[src/rtl/mem_port_arbiter.sv]
// Arbitrates one single-ported memory between instruction fetch and load/store.
// Data wins by default; a starvation counter forces fetch and a timeout abandons hung accesses.
module mem_port_arbiter #(
    parameter int WIDTH      = 32,
    parameter int STARVE_MAX = 4,
    parameter int TIMEOUT    = 16
) (
    input  logic             clk,
    input  logic             rst,
    input  logic             if_req,
    input  logic [WIDTH-1:0] if_addr,
    output logic             if_gnt,
    output logic [WIDTH-1:0] if_rdata,
    output logic             if_rvalid,
    input  logic             dm_req,
    input  logic             dm_we,
    input  logic [WIDTH-1:0] dm_addr,
    input  logic [WIDTH-1:0] dm_wdata,
    output logic             dm_gnt,
    output logic [WIDTH-1:0] dm_rdata,
    output logic             dm_rvalid,
    output logic             mem_en,
    output logic             mem_we,
    output logic [WIDTH-1:0] mem_addr,
    output logic [WIDTH-1:0] mem_wdata,
    input  logic [WIDTH-1:0] mem_rdata,
    input  logic             mem_ack,
    output logic             timeout_err
);

    localparam int SW = $clog2(STARVE_MAX + 1);
    localparam int TW = $clog2(TIMEOUT + 1);

    typedef enum logic [1:0] {IDLE, BUSY_IF, BUSY_DM} state_t;

    state_t            state_reg, state_next;
    logic [SW-1:0]     starve_cnt_reg;
    logic [TW-1:0]     to_cnt_reg;
    logic              dm_we_reg;
    logic              timeout_err_reg;
    logic              busy;
    logic              timeout_hit;
    logic              done;
    logic [1:0]        port_own;
    logic [1:0]        port_load;
    logic [1:0]        rvalid_vec;
    logic [2*WIDTH-1:0] rdata_flat;

    assign busy        = (state_reg != IDLE);
    // An ack in the final BUSY cycle takes priority over the timeout.
    assign timeout_hit = busy && !mem_ack && (to_cnt_reg == TW'(TIMEOUT - 1));
    assign done        = busy && (mem_ack || timeout_hit);

    always_comb begin
        state_next = state_reg;
        if_gnt     = 1'b0;
        dm_gnt     = 1'b0;
        mem_en     = 1'b0;
        mem_we     = 1'b0;
        mem_addr   = '0;
        mem_wdata  = '0;
        case (state_reg)
            IDLE: begin
                if (!rst) begin
                    if (if_req && (!dm_req || starve_cnt_reg >= SW'(STARVE_MAX))) begin
                        if_gnt     = 1'b1;
                        mem_en     = 1'b1;
                        mem_addr   = if_addr;
                        state_next = BUSY_IF;
                    end else if (dm_req) begin
                        dm_gnt     = 1'b1;
                        mem_en     = 1'b1;
                        mem_we     = dm_we;
                        mem_addr   = dm_addr;
                        mem_wdata  = dm_wdata;
                        state_next = BUSY_DM;
                    end
                end
            end
            BUSY_IF, BUSY_DM: begin
                if (done) begin
                    state_next = IDLE;
                end
            end
            default: state_next = IDLE;
        endcase
    end

    always_ff @(posedge clk) begin
        if (rst) begin
            state_reg       <= IDLE;
            starve_cnt_reg  <= '0;
            to_cnt_reg      <= '0;
            dm_we_reg       <= 1'b0;
            timeout_err_reg <= 1'b0;
        end else begin
            state_reg       <= state_next;
            timeout_err_reg <= timeout_hit;
            if (if_gnt) begin
                starve_cnt_reg <= '0;
            end else if (dm_gnt && if_req && starve_cnt_reg < SW'(STARVE_MAX)) begin
                starve_cnt_reg <= starve_cnt_reg + SW'(1);
            end
            if (state_reg == IDLE) begin
                to_cnt_reg <= '0;
            end else begin
                to_cnt_reg <= to_cnt_reg + TW'(1);
            end
            if (dm_gnt) begin
                dm_we_reg <= dm_we;
            end
        end
    end

    // Port 0 is fetch, port 1 is load/store; stores never overwrite dm_rdata.
    assign port_own  = {state_reg == BUSY_DM, state_reg == BUSY_IF};
    assign port_load = {!dm_we_reg, 1'b1};

    genvar gi;
    generate
        for (gi = 0; gi < 2; gi++) begin : g_port
            logic [WIDTH-1:0] rdata_reg;
            logic             rvalid_reg;

            always_ff @(posedge clk) begin
                if (rst) begin
                    rdata_reg  <= '0;
                    rvalid_reg <= 1'b0;
                end else begin
                    rvalid_reg <= port_own[gi] && done;
                    if (port_own[gi] && mem_ack && port_load[gi]) begin
                        rdata_reg <= mem_rdata;
                    end
                end
            end

            assign rdata_flat[gi*WIDTH +: WIDTH] = rdata_reg;
            assign rvalid_vec[gi]                = rvalid_reg;
        end
    endgenerate

    assign if_rdata    = rdata_flat[WIDTH-1:0];
    assign dm_rdata    = rdata_flat[2*WIDTH-1:WIDTH];
    assign if_rvalid   = rvalid_vec[0];
    assign dm_rvalid   = rvalid_vec[1];
    assign timeout_err = timeout_err_reg;

endmodule

[config.mk]
export PLATFORM = sky130hd
export DESIGN_NAME = mem_port_arbiter
export DESIGN_NICKNAME = d
export VERILOG_FILES = /design/src/rtl/mem_port_arbiter.sv
export SDC_FILE = /design/constraint.sdc
export NUM_CORES = 1
export LEC_CHECK = 0
export BUFFER_PORTS_ARGS = -buffer_cell sky130_fd_sc_hd__buf_4
export CORE_AREA = 2 2 106 108
export CTS_CLUSTER_DIAMETER = 40
export DETAILED_ROUTE_END_ITERATION = 8
export DIE_AREA = 0 0 108 110
export GPL_ROUTABILITY_DRIVEN = 0
export GPL_TIMING_DRIVEN = 0
export HOLD_SLACK_MARGIN = 0.15
export PLACE_DENSITY = 0.71
export SYNTH_ARGS = -nofsm -noshare
export SYNTH_HDL_FRONTEND = slang
export SYNTH_SLANG_ARGS = --single-unit
[constraint.sdc]
create_clock -name clk -period 1.7 [get_ports clk]
set_input_delay 0.34 -clock clk [delete_from_list [all_inputs] [get_ports clk]]
set_output_delay 0.34 -clock clk [all_outputs]
set_load 0.05 [all_outputs]
Word-level counts from Yosys, hierarchy flattened
Index checks and enable logic that the tools add are counted.
Widths: inputs -> output; s select.

operators by class
  add/subtract/negate cells = 2
  magnitude comparators = 2
  equality and inequality tests = 5
  mux-type cells = 26
  reduce and logical (&&, ||, !) cells = 22

operator list
  operator             count
  $mux 32              8
  $mux 1               14
  $logic_and 1x1->1    11
  $mux 2               3
  $reduce_or 2->1      3
  $add 5x1->5 const B  1
  $eq 5x4->1 const B   1
  $pmux 2 s2           1
  $add 3x1->3 const B  1
  $ge 3x3->1 const B   1
  $logic_not 1->1      3
  $lt 3x3->1 const B   1
  $ne 3x3->1 const B   1
  $eq 2x1->1 const B   1
  $eq 2x2->1 const B   1
  $logic_not 2->1      1
  $logic_or 1x1->1     2
  $ne 2x2->1 const B   1
  $reduce_and 2->1     1
  $reduce_bool 2->1    1

storage, ports and cells
  bits in registers = 78
  input port bits = 134
  word-level logic and storage cells = 66

Depth between registers and ports, before layout
  word-level depth = 8
  depth in mapped cells = 8

Worst setup path before layout
No wires, ideal clock.

  kind = register -> output
  start = register state_reg[0]
  end = output port mem_addr[19]
  data arrival time = 2,133 ps
  setup slack = -773 ps
  cell stages (with the launch flop) = 6
  buffers on the path = 0
  cell sequence = dfxtp_1 > inv_1 > ha_1 > nand2b_4 > nor2_1 > a22o_1

between the ends
  word-level cells in the longest chain between the ends = 2

ends and longest elaborated chain
  what                      RTL line  RTL
  start: declaration        36        state_t state_reg, state_next;
  start signal: assignment  97        state_reg <= state_next;
  $logic_not 2->1           62        case (state_reg)
  $mux 32                   62
  end: declaration          24        output logic [WIDTH-1:0] mem_addr,

No other way between the ends.

Worst setup path in the final report
  start = register state_reg[1]
  end = output port mem_wdata[14]

between the ends
  word-level cells in the longest chain between the ends = 2

ends and longest elaborated chain
  what              RTL line  RTL
  $logic_not 2->1   62
  $mux 32           62
  end: declaration  25        output logic [WIDTH-1:0] mem_wdata,

No other way between the ends.

==> flow_metrics.py <==
metrics = {
    "critical_path": {
        "cp-end-kind": "output port",
        "cp.required_ns": 1.36,
        "reg2reg_to": "state_reg[0]",
        "reg2reg_depth": 7,
        "r2r_start": "to_cnt_reg[0]",
        "criticalPathCategory": "register to output port",
        "arrival_ns": 1.77,
        "cp-start-kind": "register",
        "startpoint": "state_reg[1]",
        "cp-endpoint": "mem_wdata[14]",
        "worst-path-max-fanout": 7,
        "r2r_slack_ns": 0.07,
    },
    "drt": {
        "ant_nets": 0,
        "viasPerCell": 4.89,
        "drt-wirelength-per-cell_microns": 17.0,
        "dr.pass1.iters": 5,
        "drc": 0,
        "totalWireLength_microns": 15800,
        "via_count": 4552,
        "drt_iter0_markers": 228,
    },
    "timing": {
        "max_clock_freq_mhz": 474,
        "tns_ns": -22.63,
        "finalHoldViolations": 0,
        "rsz0062_at_grt": "true",
        "setup-violations-final": 68,
        "period_needed_ns": 2.11,
        "slew_violations": 0,
        "slew_headroom_pct": 62.3,
        "min_period_over_period_pct": 124,
        "skew_ns": 0.00688,
        "worst_pin_slew_ns": 0.565,
        "final.setup.worst_slack_ns": -0.411,
    },
    "power": {
        "switching_share_pct": 37.1,
        "total_power_mw": 6.12,
        "p_leak_nw": 3.18,
        "irDropWorstVdd_uv": 669,
        "powerDensity_nw_per_um2": 838,
        "p_int_mw": 3.85,
        "power_frac_seq_pct": 32.6,
        "combPwrFrac_pct": 45.1,
        "p_switching_mw": 2.27,
        "power_frac_clock_pct": 22.3,
    },
    "clock_tree": {
        "cts_tree": "yes",
        "htree_levels": 3,
        "cts.sinks": 78,
        "clk_pin_slew_ns": 0.07,
        "cts_inserted_buffers": 9,
        "clock_path_buffers": 2,
        "clkLatencyLatePin_ns": 0.34,
        "hold_buffers": 0,
        "cts-root-buf": "clkbuf_8",
    },
    "floorplanning": {
        "die_h_microns": 110,
        "start_util_pct": 33.1,
        "rows": 38,
        "fp.dieArea_sq_um": 11900,
        "fp.dieW_microns": 108,
        "pin_count": 269,
        "core_area_sq_um": 10700,
    },
    "finish": {
        "final_util_pct": 68.2,
        "multi_input_area_sq_um": 2320,
        "drive_gt1_share_pct": 54.1,
        "fill_cells": 821,
        "syn_to_final_growth_pct": 106,
        "stdcell_count": 930,
        "diodes": 0,
        "seqCellArea_sq_um": 1570,
        "layout.nets": 927,
    },
    "placement": {
        "io_buffers": 267,
        "dp_cells": 892,
        "dpl.hpwl_microns": 11100,
    },
    "global_route": {
        "grt_use_total_pct": 24.2,
        "grt_antenna_before_repair": 0,
        "grt_pass1_wl_microns": 22300,
        "grt_pass1_vias": 4417,
        "globalRouteOverflowTotal": 0,
        "grt_start_max_net_pins": 12,
    },
    "logic_synthesis": {
        "yosysSeqAreaShare_pct": 44.2,
        "synth.ff_latch_count": 78,
        "synth_edf_count": 0,
        "synth_cells": 485,
        "ys_types": 32,
        "synth_area_per_cell_sq_um": 7.29,
        "async_flop_share_pct": 0,
        "syn-num-nets": 625,
        "synth_ff_type": "dfxtp_1",
        "netlist_area_sq_um": 3540,
        "yosysWarnings": 0,
    },
    "run_status": {
        "status": "finished with violations",
        "violations": "setup timing",
    },
    "min_path": {
        "min_path_cells": 2,
        "hold_path.class": "input port to register",
        "hp-start": "mem_ack",
    },
    "flow_run": {
        "cap_viol_max_count": 0,
    },
}
what timing repair did:
action                                 CTS  global route
resized for setup                      162            28
pin swaps                               13            35
buffers inserted                        16             5
setup endpoints to repair               70            99
endpoints found under the hold margin    0             0
cloned                                   4             3
metal layers:
| metal | up-vias | part of all wire (%) | GRT usage [%] |
|---|---|---|---|
| li1 | 2186 | - | - |
| met1 | 2135 | 35 | 24.7 |
| met2 | 197 | 53 | 46.1 |
| met3 | 34 | 8.7 | 7.41 |
| met4 | 0 | 3.1 | 9.34 |
| met5 | - | 0 | 0 |
layout make-up:
type / instances / share of cell area [%]
inverters: 4 / 0.206
clock inverters: 1 / 0.411
clock buffers: 13 / 2.18
well taps: 140 / 2.40
plain buffers: 35 / 4.25
flip-flops and latches: 78 / 21.5
multi-input cells: 365 / 31.7
repair buffers: 294 / 37.4
layout by cell type (no fill, tap or decap), types with 4 or more instances in the layout:
cell type / n
buf_4: 218
nand2_1: 153
dfxtp_1: 73
a21oi_1: 66
buf_8: 54
and2_4: 34
buf_6: 27
nand3_1: 25
a21oi_4: 23
clkbuf_8: 12
nor2_1: 12
clkbuf_1: 11
buf_2: 7
nand2_2: 5
clkbuf_16: 5
a22o_4: 5
dfxtp_2: 5
a21oi_2: 4
critical path: stages, from the launching register on:
cell	delay, ns
dfxtp_2	0.33
inv_2	0.07
ha_4	0.15
nand2b_4	0.07
a211oi_4	0.17
buf_6	0.19
clkbuf_16	0.15
and2_4	0.15
buf_8	0.14
synth_stat cells, types with 3 or more instances:
library cell  count  area, sq um
a22o_1            5         43.8
nand2_1         160          601
buf_1             3         11.3
nor3_1            3         15.0
nand3_1          28          140
and2_1           35          219
clkbuf_1         13         48.8
nor2_1           15         56.3
ha_1              6         75.1
buf_2            17         85.1
and3_1            3         18.8
a21oi_1          93          465
inv_1             4         15.0
dfxtp_1          78         1560
stage by stage:
| stage | cell area [sq um] | hold WS (ns) | setup slack [ns] |
|---|---|---|---|
| floorplan | 3970 | 0.416 | 0.000239 |
| CTS | 7140 | 0.189 | -0.437 |
| global route | 7300 | 0.192 | -0.497 |
| global placement | 6150 | 0.431 | -0.235 |
| finish | 7300 | 0.215 | -0.411 |
| detailed placement | 6150 | 0.443 | -0.266 |
cell families after synthesis:
| kind of cell | synth area share, % |
|---|---|
| muxes | 0.283 |
| DFF | 44.2 |
| xor gates and xnor gates | 0.495 |
| adders and majority gates | 2.12 |
| and+or+nand+nor | 31.4 |
| AOI/OAI and AO/OA | 16.0 |
| buffers and inverters | 5.56 |
power by group through the flow:
stage	Sequential [mW]	Clock [mW]	Combinational [mW]
5_1_grt	2.00	1.46	2.89
3_5_place_dp	2.03	0	2.25
4_1_cts	1.99	1.39	2.66
2_1_floorplan	2.30	0	1.22
3_3_place_gp	2.02	0	2.22
6_report	1.99	1.36	2.76
worst min-delay path by stage:
stage,endpoint
after floorplan,timeout_err
after CTS,timeout_err
after global routing,timeout_err
after global placement,to_cnt_reg[0]
after detailed placement,to_cnt_reg[0]
final,timeout_err
Power figures use the tool's default switching activity.
